<file path="config.mk">
export PLATFORM = sky130hd
export DESIGN_NAME = fetch_unit
export DESIGN_NICKNAME = d
export VERILOG_FILES = /design/src/rtl/pipeline_pkg.sv /design/src/rtl/fetch_pc_counter.sv /design/src/rtl/fetch_unit.sv
export SDC_FILE = /design/constraint.sdc
export NUM_CORES = 1
export LEC_CHECK = 0
export ABC_CLOCK_PERIOD_IN_PS = 1800
export CAP_MARGIN = 15
export CORE_MARGIN = 2
export CORE_UTILIZATION = 47
export CTS_BUF_LIST = sky130_fd_sc_hd__clkbuf_4
export CTS_CLUSTER_SIZE = 20
export DETAILED_ROUTE_END_ITERATION = 10
export GPL_TIMING_DRIVEN = 0
export PLACE_DENSITY = 0.87
export SLEW_MARGIN = 5
export SYNTH_ARGS = -nofsm -noshare
export SYNTH_HDL_FRONTEND = slang
export SYNTH_SLANG_ARGS = --single-unit
</file>
<file path="constraint.sdc">
create_clock -name clk -period 1.8 [get_ports clk]
set_input_delay 0.45 -clock clk [delete_from_list [all_inputs] [get_ports clk]]
set_output_delay 0.45 -clock clk [all_outputs]
set_load 0.05 [all_outputs]
</file>
<file path="src/rtl/pipeline_pkg.sv">
// Shared pipeline definitions: opcode values (also used by control_unit),
// instruction field positions and the fetch state encoding.
package pipeline_pkg;

  localparam int OPC_W = 5;

  localparam logic [OPC_W-1:0] OP_BUBBLE = 5'b00000;
  localparam logic [OPC_W-1:0] OP_LDM    = 5'b00001;
  localparam logic [OPC_W-1:0] OP_STD    = 5'b00010;
  localparam logic [OPC_W-1:0] OP_ADD    = 5'b00011;
  localparam logic [OPC_W-1:0] OP_NOT    = 5'b00100;
  localparam logic [OPC_W-1:0] OP_NOP    = 5'b00101;

  // Field positions inside a 16-bit instruction word; bits [4:0] are unused.
  localparam int OPC_HI  = 15;
  localparam int OPC_LO  = 11;
  localparam int RDST_HI = 10;
  localparam int RDST_LO = 8;
  localparam int RSRC_HI = 7;
  localparam int RSRC_LO = 5;

  typedef enum logic {
    S_FETCH = 1'b0,
    S_IMM   = 1'b1
  } fetch_state_t;

  // True for every opcode the decoder knows, including LDM.
  function automatic logic is_legal_op(input logic [OPC_W-1:0] opc);
    return (opc == OP_LDM) || (opc == OP_STD) || (opc == OP_ADD) ||
           (opc == OP_NOT) || (opc == OP_NOP);
  endfunction

endpackage

</file>
<file path="src/rtl/fetch_pc_counter.sv">
// Program counter for the fetch stage: reset value, redirect load, hold and
// increment that wraps modulo 2^ADDR_W.
module fetch_pc_counter #(
  parameter int ADDR_W   = 10,
  parameter int RESET_PC = 0
) (
  input  logic              clk,
  input  logic              rst,
  input  logic              load,
  input  logic [ADDR_W-1:0] load_pc,
  input  logic              hold,
  output logic [ADDR_W-1:0] pc
);

  localparam logic [ADDR_W-1:0] RESET_VAL = ADDR_W'(RESET_PC);

  logic [ADDR_W-1:0] pc_reg;

  // Redirect wins over hold; otherwise step by one and let the adder wrap.
  always_ff @(posedge clk or posedge rst) begin
    if (rst) begin
      pc_reg <= RESET_VAL;
    end else if (load) begin
      pc_reg <= load_pc;
    end else if (!hold) begin
      pc_reg <= pc_reg + 1'b1;
    end
  end

  assign pc = pc_reg;

endmodule

</file>
<file path="src/rtl/fetch_unit.sv">
// Fetch stage: addresses instruction memory from the PC, splits each word into
// opcode/rdst/rsrc and registers them into the IF/ID buffer. LDM takes two
// words (opcode word then immediate). Optional performance counters are built
// when FETCH_PERF_CNT_EN is defined.
module fetch_unit
  import pipeline_pkg::*;
#(
  parameter int N        = 5,
  parameter int ADDR_W   = 10,
  parameter int DATA_W   = 16,
  parameter int RESET_PC = 0
) (
  input  logic              clk,
  input  logic              rst,
  output logic [ADDR_W-1:0] inst_addr,
  input  logic [DATA_W-1:0] inst_data,
  input  logic              stall,
  input  logic              flush,
  input  logic [ADDR_W-1:0] redirect_pc,
  output logic [N-1:0]      op_code,
  output logic [2:0]        rdst,
  output logic [2:0]        rsrc,
  output logic [DATA_W-1:0] imm,
  output logic              if_valid,
  output logic              illegal_op
`ifdef FETCH_PERF_CNT_EN
  ,
  output logic [31:0]       perf_fetched,
  output logic [31:0]       perf_bubbles
`endif
);

  fetch_state_t      state_reg, state_next;
  logic [N-1:0]      op_code_reg, op_code_next;
  logic [2:0]        rdst_reg, rdst_next;
  logic [2:0]        rsrc_reg, rsrc_next;
  logic [DATA_W-1:0] imm_reg, imm_next;
  logic              if_valid_reg, if_valid_next;
  logic              illegal_reg, illegal_next;
  logic [2:0]        ldm_rdst_reg, ldm_rdst_next;
  logic [2:0]        ldm_rsrc_reg, ldm_rsrc_next;

  logic [OPC_W-1:0]  opc;
  logic [2:0]        word_rdst;
  logic [2:0]        word_rsrc;
  logic              unused_low_bits;

  assign opc             = inst_data[OPC_HI:OPC_LO];
  assign word_rdst       = inst_data[RDST_HI:RDST_LO];
  assign word_rsrc       = inst_data[RSRC_HI:RSRC_LO];
  assign unused_low_bits = ^inst_data[RSRC_LO-1:0];

  fetch_pc_counter #(
    .ADDR_W   (ADDR_W),
    .RESET_PC (RESET_PC)
  ) u_pc (
    .clk     (clk),
    .rst     (rst),
    .load    (flush),
    .load_pc (redirect_pc),
    .hold    (stall),
    .pc      (inst_addr)
  );

  // Next-state and IF/ID contents: flush beats stall, stall freezes everything.
  always_comb begin
    state_next    = state_reg;
    op_code_next  = op_code_reg;
    rdst_next     = rdst_reg;
    rsrc_next     = rsrc_reg;
    imm_next      = imm_reg;
    if_valid_next = if_valid_reg;
    illegal_next  = 1'b0;
    ldm_rdst_next = ldm_rdst_reg;
    ldm_rsrc_next = ldm_rsrc_reg;

    if (flush) begin
      // Any half-fetched LDM is dropped here.
      state_next    = S_FETCH;
      op_code_next  = '0;
      rdst_next     = '0;
      rsrc_next     = '0;
      imm_next      = '0;
      if_valid_next = 1'b0;
    end else if (!stall) begin
      // Bubble unless a case below emits a real instruction.
      op_code_next  = '0;
      rdst_next     = '0;
      rsrc_next     = '0;
      imm_next      = '0;
      if_valid_next = 1'b0;
      case (state_reg)
        S_FETCH: begin
          if (opc == OP_LDM) begin
            ldm_rdst_next = word_rdst;
            ldm_rsrc_next = word_rsrc;
            state_next    = S_IMM;
          end else if (opc == OP_BUBBLE) begin
            state_next = S_FETCH;
          end else if (is_legal_op(opc)) begin
            op_code_next  = N'(opc);
            rdst_next     = word_rdst;
            rsrc_next     = word_rsrc;
            if_valid_next = 1'b1;
          end else begin
            illegal_next = 1'b1;
          end
        end
        S_IMM: begin
          op_code_next  = N'(OP_LDM);
          rdst_next     = ldm_rdst_reg;
          rsrc_next     = ldm_rsrc_reg;
          imm_next      = inst_data;
          if_valid_next = 1'b1;
          state_next    = S_FETCH;
        end
        default: state_next = S_FETCH;
      endcase
    end
  end

  // State and IF/ID buffer registers.
  always_ff @(posedge clk or posedge rst) begin
    if (rst) begin
      state_reg    <= S_FETCH;
      op_code_reg  <= '0;
      rdst_reg     <= '0;
      rsrc_reg     <= '0;
      imm_reg      <= '0;
      if_valid_reg <= 1'b0;
      illegal_reg  <= 1'b0;
      ldm_rdst_reg <= '0;
      ldm_rsrc_reg <= '0;
    end else begin
      state_reg    <= state_next;
      op_code_reg  <= op_code_next;
      rdst_reg     <= rdst_next;
      rsrc_reg     <= rsrc_next;
      imm_reg      <= imm_next;
      if_valid_reg <= if_valid_next;
      illegal_reg  <= illegal_next;
      ldm_rdst_reg <= ldm_rdst_next;
      ldm_rsrc_reg <= ldm_rsrc_next;
    end
  end

  assign op_code    = op_code_reg;
  assign rdst       = rdst_reg;
  assign rsrc       = rsrc_reg;
  assign imm        = imm_reg;
  assign if_valid   = if_valid_reg;
  assign illegal_op = illegal_reg;

`ifdef FETCH_PERF_CNT_EN
  // Index 0 counts valid cycles, index 1 bubble cycles; stalled cycles are ignored.
  logic [1:0] perf_inc;
  assign perf_inc[0] = if_valid_reg & ~stall;
  assign perf_inc[1] = ~if_valid_reg & ~stall;

  generate
    for (genvar gi = 0; gi < 2; gi++) begin : g_perf
      logic [31:0] cnt_reg;
      // Saturating event counter.
      always_ff @(posedge clk or posedge rst) begin
        if (rst) begin
          cnt_reg <= '0;
        end else if (perf_inc[gi] && (cnt_reg != '1)) begin
          cnt_reg <= cnt_reg + 32'd1;
        end
      end
    end
  endgenerate

  assign perf_fetched = g_perf[0].cnt_reg;
  assign perf_bubbles = g_perf[1].cnt_reg;
`endif

endmodule

</file>
==> metrics.md <==
| Metric | Value |
|---|---|
| Worst Path Max Fanout | `4` |
| Wirelength per Cell | `15.87 um` |
| Sequential share of power | `57.5%` |
| Initial core utilization | `49.57%` |
| Final setup margin | `56.63 ps` |
| Worst Hold Class | `in2async` |
| Crit path buffers/inverters | `1` |
| Synth cell count leaders | `dfrtp_1 (46), a22o_1 (18), nand2_1 (15)` |
| Post-synthesis sequential area ratio | `56.83%` |
| H-Tree Depth | `2` |
| GRT overflow | `0` |
| IO Port Bufs | `67` |
| Syn_nets | `203` |
| Area contributors post-synth | `dfrtp_1 (57%), a22o_1 (7.8%), mux2_2 (3.3%), nand2_1 (2.8%), o2bb2ai_1 (2.6%)` |
| Initial antenna violation count | `0` |
| CP Cell Sequence | `dlygate4sd2_1` |
| DR vias/cell | `5.534` |
| Data arrival, critical path | `1290 ps` |
| DRC Markers | `0` |
| Combinational Power Share | `around a fifth` |
| Status | `completed` |
| PwrDens | `slightly above 700 nW/um^2` |
| Routed WL | `4697 um` |
| Main combinational cell family by area after synthesis | `simple AND/OR/NAND/NOR gates` |
| Clock slew at reported path FFs | `130 ps` |
| Core Box Area | `4086 sq um` |
| Die Height | `69.65 um` |
| P&R area growth vs syn | `36.26%` |
| Worst Setup Path Type | `reg2out` |
| Area of the mapped netlist | `around 2000 sq um` |
| Synth Warn # | `0` |
| Share of cells above drive strength 1 | `13.01%` |
| Largest net degree at the start of global routing | `35` |
| Count of cell types in the netlist | `33` |
| Most frequent cell after synthesis | `dfrtp_1` |
| Mux share of post-synthesis cell area | `~3.8%` |
| Vias in the first global route | `1629` |
| Site row count | `23` |
| Synth top area share | `between 50% and 60%` |
| Cell count after placement | `290` |
| Worst Max-Slew Pin Slew | `546.0 ps` |
| Min Clock Period, post-route | `1743 ps` |
| VDD IR-drop max | `about 580 uV` |
| Skew final | `4.914 ps` |
| FMAX | `~0.57 GHz` |
| Seq cells post-synth | `46` |
| RSZ-0062 raised after global routing | `false` |
| FFs w/ async S/R, synth | `100.0%` |
| Synth Area in Compound Gates | `16.43%` |
| Crit start category | `flop` |
| CP Capture Type | `output port` |
| I/O pin count | `approximately 70` |
| Clock power share | `22.7%` |
| Delay-heaviest family, CP | `buffers and inverters` |
| Post-synthesis adder-cell area fraction | `less than 1%` |
| ANT nets after route | `0` |
| Post-layout nets | `around 280` |
| DR vias | `1638` |
| Final hold slack | `346.1 ps` |
| Number of synthesized flops with an enable pin | `0` |
| Simple-gate share of the synthesized area | `between 15 and 20%` |
| MaxCap Viol Count | `0` |
| Final Non-Filler Cells | `296` |
| Clock buffer count from CTS | `5` |
| Hold Vio Cnt, Final | `0` |
| Root Driver | `clkbuf_4` |
| Cell taking the most area after synthesis | `dfrtp_1` |
| Diodes inserted | `0` |
| Initial DRC Count | `between 80 and 90` |
| Worst path max stage delay | `roughly 540 ps` |
| Die width | `69.65 um` |
| CP max stage cell | `dlygate4sd2_1` |
| Period utilization | `96.85%` |
| P_sw | `0.6031 mW` |
| Clk_lat worst skew | `350 ps` |
| Final Util | `67.54%` |
| Placer congestion estimate | `0.8013` |
| First-pass GRT wire length | `approximately 7900 um` |
| CTS tree | `yes` |
| Synthesized netlist cell count | `172` |
| Primary FF master, synth | `dfrtp_1` |
| Dpl ws | `-224.8 ps` |
| Pins Over Slew Limit | `0` |
| Pint | `1.367 mW` |
| Deepest clock path buffer count | `2` |
| Setup Viol. Count Final | `0` |
| Worst endpoint required time | `1350 ps` |
| Gr usage total | `20.25%` |
| Total power | `slightly below 2 mW` |
| Sw frac | `30.61%` |
| Mean Syn Cell Area | `11.78 sq um` |
| Max reg flops | `16` |
| HPWL Detailed | `roughly 3400 um` |
| First-pass DRT Iterations | `4` |
| Worst rel slew slack | `63.44%` |
| XOR/XNOR Fraction of Synth Area | `under 10%` |
| CTS Sinks | `46` |
| Die ar. | `between 4000 and 5000 sq um` |
| Leakage | `1.380 nW` |
| Post-CTS setup repair buffer count | `0` |
## cell families after synthesis
group           count (synthesis)
fa+ha+maj                       1
xor+xnor                        5
mux                             7
simple gates                   55
compound gates                 45
buf+inv                        13
flops                          46
## power by group through the flow
stage | clock [mW] | sequential, mW | combinational [mW]
floorplan | 0 | 1.26 | 0.125
global placement | 0 | 1.15 | 0.404
detailed placement | 0 | 1.15 | 0.417
CTS | 0.448 | 1.13 | 0.399
global route | 0.493 | 1.14 | 0.425
finish | 0.447 | 1.13 | 0.392
## placed cells by master, fill, tap and decap left out, drive strengths merged, types with 2 or more instances in the layout
| cell | Yosys | layout |
|---|---|---|
| mux2 | 6 | 6 |
| buf | 8 | 9 |
| nand2 | 15 | 15 |
| nor2b | 8 | 8 |
| nor2 | 3 | 3 |
| or4 | 4 | 4 |
| clkbuf | 2 | 12 |
| o2bb2ai | 6 | 6 |
| a21oi | 5 | 5 |
| and3 | 2 | 2 |
| o21ai | 10 | 10 |
| nand4b | 3 | 3 |
| nand4 | 2 | 2 |
| inv | 3 | 3 |
| clkdlybuf4s50 | 0 | 28 |
| a221oi | 2 | 2 |
| dlygate4sd2 | 0 | 31 |
| and2 | 2 | 2 |
| a22oi | 3 | 3 |
| xor2 | 4 | 4 |
| and3b | 4 | 4 |
| dfrtp | 46 | 46 |
| nand3 | 8 | 8 |
| clkdlybuf4s15 | 0 | 3 |
| a22o | 18 | 18 |
## stage by stage
stage	setup TNS, ps	area, sq um
2_1_floorplan	0	2026
3_3_place_gp	-33440	2759
3_5_place_dp	-6005	2779
4_1_cts	0	2781
5_1_grt	0	2760
6_report	0	2760
## area by class of cell
| class | count | area (sq um) |
|---|---|---|
| tap | 50 | 62.56 |
| fill | 339 | 1326 |
| sequential | 46 | 1151 |
| clock inverter | 1 | 3.754 |
| clock buffer | 5 | 37.54 |
| inverter | 3 | 11.26 |
| timing repair buffer | 68 | 630.6 |
| buffer | 10 | 45.04 |
| multi-input combinational | 113 | 818.3 |
## final timing paths
check / from / endpoint / slack (ps) / cells after the start
worst min register to register: op_code[3]$_DFFE_PP0P_ / op_code[3]$_DFFE_PP0P_ / 490 / 1
min in group clk: op_code[3]$_DFFE_PP0P_ / op_code[3]$_DFFE_PP0P_ / 490 / 1
worst min-delay path: rst / imm[0]$_DFFE_PP0P_ / 350 / 2
max in group asynchronous: rst / rdst[2]$_DFFE_PP0P_ / 990 / 3
worst max-delay path: u_pc.pc[8]$_DFFE_PP0P_ / inst_addr[8] / 60 / 1
worst max register to register: state_reg$_DFFE_PP0P_ / imm[0]$_DFFE_PP0P_ / 220 / 3
## timing repair
item | CTS | global route
endpoints found under the setup margin | 39 | 5
hold buffers | 0 | 0
gates resized for setup | 47 | 8
## layer usage
metal / vias up / GRT usage, % / wire length, um
li1: 785 / - / -
met1: 798 / 28.21 / 2154
met2: 49 / 31.94 / 2247
met3: 6 / 4.215 / 230
met4: 0 / 6.410 / 65
met5: - / 0 / 0
(Power assumes the default switching activity.)
